--- config.mk ---
export PLATFORM = sky130hd
export DESIGN_NAME = alu_fpga_sequencer_flat
export DESIGN_NICKNAME = d
export VERILOG_FILES = /design/src/rtl/alu_seq_pkg.sv /design/src/rtl/alu_fpga_sequencer_if.sv /design/src/rtl/key_debounce.sv /design/src/rtl/alu_fpga_sequencer.sv /design/src/flat_wrapper.sv
export SDC_FILE = /design/constraint.sdc
export NUM_CORES = 1
export LEC_CHECK = 0
export CAP_MARGIN = 20
export CORE_ASPECT_RATIO = 0.5
export CORE_UTILIZATION = 46
export DETAILED_ROUTE_END_ITERATION = 8
export PLACE_DENSITY_LB_ADDON = 0.15
export REMOVE_ABC_BUFFERS = 1
export SYNTH_ARGS = -nofsm -noshare
export SYNTH_HDL_FRONTEND = slang
export SYNTH_SLANG_ARGS = --single-unit
--- constraint.sdc ---
create_clock -name CLK -period 1.8 [get_ports CLK]
set_input_delay 0.36 -clock CLK [delete_from_list [all_inputs] [get_ports CLK]]
set_output_delay 0.36 -clock CLK [all_outputs]
set_load 0.03 [all_outputs]
--- src/rtl/alu_seq_pkg.sv ---
// Shared types and key indices for the operator-input sequencer in front of the ALU.
package alu_seq_pkg;

  typedef enum logic [2:0] {
    EMPTY     = 3'd0,
    A_LOADED  = 3'd1,
    AB_LOADED = 3'd2,
    EXEC      = 3'd3,
    DONE      = 3'd4
  } seq_state_t;

  localparam int KEY_LDA = 0;
  localparam int KEY_LDB = 1;
  localparam int KEY_EXE = 2;
  localparam int KEY_CLR = 3;

  // Switch field carrying the operand: sign bit sw[16] plus magnitude sw[15:0]
  localparam int OPND_W = 17;

endpackage

--- src/rtl/alu_fpga_sequencer_if.sv ---
// Operand/opcode bus between the sequencer (master) and the combinational ALU (slave).
interface alu_fpga_sequencer_if #(
  parameter int DW = 32
);
  logic [DW-1:0] alu_op1;
  logic [DW-1:0] alu_op2;
  logic [3:0]    alu_opcode;
  logic [DW-1:0] alu_res;
  logic [2:0]    alu_flags;

  modport master (
    output alu_op1, alu_op2, alu_opcode,
    input  alu_res, alu_flags
  );

  modport slave (
    input  alu_op1, alu_op2, alu_opcode,
    output alu_res, alu_flags
  );
endinterface

--- src/rtl/key_debounce.sv ---
// Synchronises one active-low push-button, debounces it and emits a one-cycle pulse on press.
module key_debounce #(
  parameter int DB_CYCLES = 500000
) (
  input  logic CLK,
  input  logic RST,
  input  logic raw_n,
  output logic pressed,
  output logic press_pulse
);
  localparam int CW = (DB_CYCLES > 1) ? $clog2(DB_CYCLES) : 1;
  localparam logic [CW-1:0] CNT_MAX = CW'(DB_CYCLES - 1);

  logic          sync_p0;
  logic          sync_p1;
  logic [CW-1:0] cnt;
  logic          level;

  assign level = ~sync_p1;

  // Synchronisers idle at the released level so reset never produces a press
  always_ff @(posedge CLK) begin
    if (RST) begin
      sync_p0     <= 1'b1;
      sync_p1     <= 1'b1;
      cnt         <= '0;
      pressed     <= 1'b0;
      press_pulse <= 1'b0;
    end else begin
      sync_p0     <= raw_n;
      sync_p1     <= sync_p0;
      press_pulse <= 1'b0;
      if (level == pressed) begin
        cnt <= '0;
      end else if (cnt == CNT_MAX) begin
        cnt         <= '0;
        pressed     <= level;
        press_pulse <= level;
      end else begin
        cnt <= cnt + 1'b1;
      end
    end
  end
endmodule

--- src/rtl/alu_fpga_sequencer.sv ---
// Loads sign-extended operands and an opcode from the switches under key control,
// runs the external ALU for one settling cycle and holds its result for the display.
module alu_fpga_sequencer
  import alu_seq_pkg::*;
#(
  parameter int DB_CYCLES = 500000,
  parameter int DW        = 32
) (
  input  logic                        CLK,
  input  logic                        RST,
  input  logic [3:0]                  key_n,
  input  logic [17:0]                 sw,
  alu_fpga_sequencer_if.master        alu,
  output logic [DW-1:0]               res_q,
  output logic [2:0]                  flags_q,
  output logic                        res_valid,
  output logic [2:0]                  state_o,
  output logic                        err
);
  logic [17:0]          sw_p0;
  logic [17:0]          sw_p1;
  logic [3:0]           pressed;
  logic [3:0]           pulse;
  logic                 w_clr, w_exe, w_ldb, w_lda;
  logic signed [DW-1:0] operand;
  logic                 unused_bits;

  seq_state_t           state_q, state_d;
  logic [DW-1:0]        op1_q, op1_d, op2_q, op2_d, res_d;
  logic [3:0]           opc_q, opc_d;
  logic [2:0]           flags_d;
  logic                 valid_d, err_d;

  function automatic logic signed [DW-1:0] sign_extend(input logic [OPND_W-1:0] v);
    return {{(DW-OPND_W){v[OPND_W-1]}}, v};
  endfunction

  for (genvar k = 0; k < 4; k++) begin : g_key
    key_debounce #(.DB_CYCLES(DB_CYCLES)) u_key (
      .CLK         (CLK),
      .RST         (RST),
      .raw_n       (key_n[k]),
      .pressed     (pressed[k]),
      .press_pulse (pulse[k])
    );
  end

  // Switch synchroniser stage
  always_ff @(posedge CLK) begin
    if (RST) begin
      sw_p0 <= '0;
      sw_p1 <= '0;
    end else begin
      sw_p0 <= sw;
      sw_p1 <= sw_p0;
    end
  end

  assign unused_bits = ^{sw_p1[17], pressed};
  assign operand     = sign_extend(sw_p1[OPND_W-1:0]);

  // Only the highest-priority pulse of a cycle acts; the rest are dropped silently
  assign w_clr = pulse[KEY_CLR];
  assign w_exe = pulse[KEY_EXE] & ~w_clr;
  assign w_ldb = pulse[KEY_LDB] & ~pulse[KEY_EXE] & ~w_clr;
  assign w_lda = pulse[KEY_LDA] & ~pulse[KEY_LDB] & ~pulse[KEY_EXE] & ~w_clr;

  always_ff @(posedge CLK) begin
    if (RST) begin
      state_q   <= EMPTY;
      op1_q     <= '0;
      op2_q     <= '0;
      opc_q     <= '0;
      res_q     <= '0;
      flags_q   <= '0;
      res_valid <= 1'b0;
      err       <= 1'b0;
    end else begin
      state_q   <= state_d;
      op1_q     <= op1_d;
      op2_q     <= op2_d;
      opc_q     <= opc_d;
      res_q     <= res_d;
      flags_q   <= flags_d;
      res_valid <= valid_d;
      err       <= err_d;
    end
  end

  always_comb begin
    state_d = state_q;
    op1_d   = op1_q;
    op2_d   = op2_q;
    opc_d   = opc_q;
    res_d   = res_q;
    flags_d = flags_q;
    valid_d = res_valid;
    err_d   = 1'b0;
    if (w_clr) begin
      state_d = EMPTY;
      op1_d   = '0;
      op2_d   = '0;
      opc_d   = '0;
      res_d   = '0;
      flags_d = '0;
      valid_d = 1'b0;
    end else begin
      case (state_q)
        EMPTY: begin
          if (w_lda) begin
            op1_d   = operand;
            state_d = A_LOADED;
          end else if (w_ldb || w_exe) begin
            err_d = 1'b1;
          end
        end
        A_LOADED: begin
          if (w_lda) begin
            op1_d = operand;
          end else if (w_ldb) begin
            op2_d   = operand;
            state_d = AB_LOADED;
          end else if (w_exe) begin
            err_d = 1'b1;
          end
        end
        AB_LOADED: begin
          if (w_lda) begin
            op1_d = operand;
          end else if (w_ldb) begin
            op2_d = operand;
          end else if (w_exe) begin
            opc_d   = sw_p1[3:0];
            state_d = EXEC;
          end
        end
        // ALU has had a full cycle on stable registered inputs
        EXEC: begin
          res_d   = alu.alu_res;
          flags_d = alu.alu_flags;
          valid_d = 1'b1;
          state_d = DONE;
        end
        DONE: begin
          if (w_lda) begin
            op1_d   = operand;
            op2_d   = '0;
            valid_d = 1'b0;
            state_d = A_LOADED;
          end else if (w_ldb) begin
            op2_d   = operand;
            valid_d = 1'b0;
            state_d = AB_LOADED;
          end else if (w_exe) begin
            opc_d   = sw_p1[3:0];
            valid_d = 1'b0;
            state_d = EXEC;
          end
        end
        default: state_d = EMPTY;
      endcase
    end
  end

  assign alu.alu_op1    = op1_q;
  assign alu.alu_op2    = op2_q;
  assign alu.alu_opcode = opc_q;
  assign state_o        = state_q;
endmodule

--- src/flat_wrapper.sv ---
// flat-port wrapper written by rule: the top's interface ports become plain ports
module alu_fpga_sequencer_flat import alu_seq_pkg::*;
#(
  parameter int DB_CYCLES = 500000,
  parameter int DW        = 32
)
  (CLK, RST, key_n, sw, res_q, flags_q, res_valid, state_o, err, alu_alu_op1, alu_alu_op2, alu_alu_opcode, alu_alu_res, alu_alu_flags);
  alu_fpga_sequencer_if #(.DW(DW)) alu_i ();
  input  logic CLK;
  input  logic RST;
  input  logic [3:0] key_n;
  input  logic [17:0] sw;
  output logic [DW-1:0] res_q;
  output logic [2:0] flags_q;
  output logic res_valid;
  output logic [2:0] state_o;
  output logic err;
  output wire logic [$bits(alu_i.alu_op1)-1:0] alu_alu_op1;
  output wire logic [$bits(alu_i.alu_op2)-1:0] alu_alu_op2;
  output wire logic [$bits(alu_i.alu_opcode)-1:0] alu_alu_opcode;
  input wire logic [$bits(alu_i.alu_res)-1:0] alu_alu_res;
  input wire logic [$bits(alu_i.alu_flags)-1:0] alu_alu_flags;
  assign alu_alu_op1 = alu_i.alu_op1;
  assign alu_alu_op2 = alu_i.alu_op2;
  assign alu_alu_opcode = alu_i.alu_opcode;
  assign alu_i.alu_res = alu_alu_res;
  assign alu_i.alu_flags = alu_alu_flags;
  alu_fpga_sequencer #(.DB_CYCLES(DB_CYCLES), .DW(DW)) u_core (.CLK(CLK), .RST(RST), .key_n(key_n), .sw(sw), .alu(alu_i), .res_q(res_q), .flags_q(flags_q), .res_valid(res_valid), .state_o(state_o), .err(err));
endmodule
==> flow_summary.json <==
{
  "crit_required_ns": 1.44,
  "clock_path_buffers": 3,
  "grt_max_degree": 62,
  "synth_common_cells": "dfxtp_1, nand2_1, nor2_1",
  "die_h_um": 97.07,
  "critPathKind": "flop to output pin",
  "ir_drop_uv": 591.5,
  "power_leakage_uw": 0.004473,
  "placement.io_buffers": 165,
  "drive_above_1_share_pct": 14.69,
  "die-area_sq_mm": 0.01865,
  "vias": 6748,
  "max_cap_viol_count": 0,
  "synth_cells": 884,
  "grt_pass1_vias": 6478,
  "path_max_fanout": 12,
  "nets": 1147,
  "cts_tree": "built",
  "antenna-diode-count": 0,
  "via_per_inst": 5.074,
  "grt_usage_pct": 19.46,
  "start_util_pct": 47.44,
  "ys_seq_elements": 219,
  "drtAntennaViolNets": 0,
  "area_growth_pct": 34.70,
  "gr-total-overflow": 0,
  "floorplan.rows": 34,
  "core_area_sq_mm": 0.01753,
  "setup_viol": 0,
  "yosysWarnings": 0,
  "grt_antenna_before_repair": 0,
  "period_minus_slack_ns": 1.739,
  "clk_pin_slew_ns": 0.06,
  "htreeDepth": 1,
  "cts_root_buffer": "clkbuf_16",
  "worst_skew_pair.late_latency_ns": 0.50,
  "dr.pass1.iters": 5,
  "syn_avg_cell_area_sq_um": 9.405,
  "post-route-period-util_pct": 96.63,
  "synth_edf_count": 0,
  "tightest_slew_ns": 0.5667,
  "cts_buffers": 21,
  "routed_wl_mm": 18.35,
  "synth_cell_types": 53,
  "hold_buffers": 0,
  "p_per_area_mw_per_mm2": 861.2,
  "finalClockSkew_ns": 0.01508,
  "nFillCells": 1497,
  "yosysTopAreaCellShare_pct": 52.73,
  "endpoint_kind": "output pin",
  "grt_pass1_wl_mm": 30.30,
  "synthArstFlopShare_pct": 0,
  "worst_ep_arrival_time_ns": 1.38,
  "status": "finished clean",
  "maxSlewHeadroom_pct": 62.22,
  "fp.dieW_um": 192.1,
  "yosysMostFrequentCell": "dfxtp_1",
  "synthTopCellsByArea": "dfxtp_1, nand2_1, nor2_1",
  "place_congestion": 0.8358,
  "fmax_ghz": 0.5749,
  "maxSlewViolCount": 0,
  "critPathLaunchType": "flop",
  "synth_top_area_cell": "dfxtp_1",
  "ys_seq_area_share_pct": 52.73,
  "holdWs_ns": 0.4010,
  "syn_area_sq_mm": 0.008314,
  "dp_cells": 1291,
  "hold_violations": 0,
  "drt_iter0_drc": 220,
  "synth-main-ff-cell": "dfxtp_1",
  "hpwl_mm": 12.53,
  "ioPinCount": 167,
  "wl_per_cell_um": 13.80,
  "hold_path_class": "flop to flop",
  "clock-sinks": 219,
  "rsz0062_at_grt": "yes",
  "drc_errors": 0,
  "instances_no_fill": 1330
}
==> flip-flops by register name, summed over array words and instances (netlist names) <==
register                        flops
u_core.res_q                       32
u_core.g_key.u_key.pressed          4
u_core.flags_q                      3
u_core.err                          1
u_core.res_valid                    1
u_core.state_o                      3
u_core.sw_p1                       17
u_core.g_key.u_key.sync_p1          4
u_core.alu.alu_opcode               4
u_core.g_key.u_key.cnt             76
u_core.g_key.u_key.press_pulse      4
u_core.alu.alu_op2                 32
u_core.g_key.u_key.sync_p0          4
u_core.sw_p0                       17
u_core.alu.alu_op1                 17
==> what timing repair did <==
| item | in CTS | in global routing |
|---|---|---|
| endpoints found under the setup margin | 126 | 98 |
| pin swaps | 1 | 1 |
| resized for setup | 139 | 26 |
| buffers inserted | 4 | 0 |
| hold endpoints to repair | 0 | 0 |
==> worst max-delay path, cell delays in order (launching register included) <==
cell and delay (ns):
dfxtp_1 0.36, buf_4 0.20, clkdlybuf4s15_2 0.33
==> worst paths after layout <==
check	start	to	slack, ns	cells past startpoint
setup / recovery	u_core.state_o[2]	state_o[2]	0.06	2
hold / removal	u_core.g_key[1].u_key.sync_p0	u_core.g_key[1].u_key.sync_p1	0.40	1
setup reg to reg	u_core.g_key[0].u_key.cnt[0]	u_core.g_key[0].u_key.cnt[17]	0.08	4
hold reg to reg	u_core.g_key[1].u_key.sync_p0	u_core.g_key[1].u_key.sync_p1	0.40	1
==> per-stage QoR <==
step	TNS [ns]	setup slack (ns)	cell area (sq um)	power (uW)	utilization (%)
final	0	0.06070	11200	9645	63.90
after global routing	-0.09168	-0.09168	11200	10000	63.90
after CTS	0	0.003647	11180	9763	63.77
after detailed placement	-3.452	-0.1283	10520	5275	60.03
after global placement	-3.314	-0.1200	10520	5272	60.03
after floorplan	-121.16	-2.036	7984	5088	-
==> area by class of cell <==
cell class                      instances  area (sq um)  share of cell area, %
Inverter                               16         60.06                 0.5363
Clock buffer                           31         593.1                  5.295
Multi-Input combinational cell        588          3643                  32.53
Timing Repair Buffer                  238          2123                  18.96
Sequential cell                       219          4388                  39.18
Clock inverter                          4         98.84                 0.8826
Tap cell                              234         292.8                  2.614
==> layer usage <==
layer | global-route usage [%] | up-vias | wire [um]
met5 | 0 | - | 0
met4 | 5.088 | 0 | 325
met3 | 3.792 | 28 | 918
met2 | 33.81 | 138 | 8796
met1 | 24.57 | 3175 | 8312
li1 | - | 3407 | -
==> placed cells by master, fill, tap and decap left out, drive strengths merged, types with 7 or more instances in the layout <==
master and instances:
dfxtp 219, nand2 98, nor2 96, dlygate4sd2 89, buf 74, clkdlybuf4s50 56
a21oi 56, clkbuf 41, xnor2 38, nor2b 36, nand3 28, nand4 25
xor2 23, mux2i 22, nor4 22, a21o 19, nor3 18, inv 17
a22o 16, or2 12, or4 10, clkdlybuf4s15 9, o31ai 8, or3 7
==> kinds of logic after synthesis <==
family,Yosys count,share of synthesized area (%)
AOI/OAI and AO/OA,118,9.225
xor gates and xnor gates,61,6.426
adders and majority gates,4,0.6020
buffers and inverters,77,4.695
DFF,219,52.73
muxes,22,2.649
and+or+nand+nor,383,23.67
==> power by group <==
group / internal [uW] / switching, uW / leakage (uW)
sequential: 4890 / 18.9 / 0.00177
combinational: 165 / 104 / 0.00236
clock: 2700 / 1760 / 0.000336
total: 7760 / 1880 / 0.00447
Note: power is estimated with default switching activity, not from simulation.
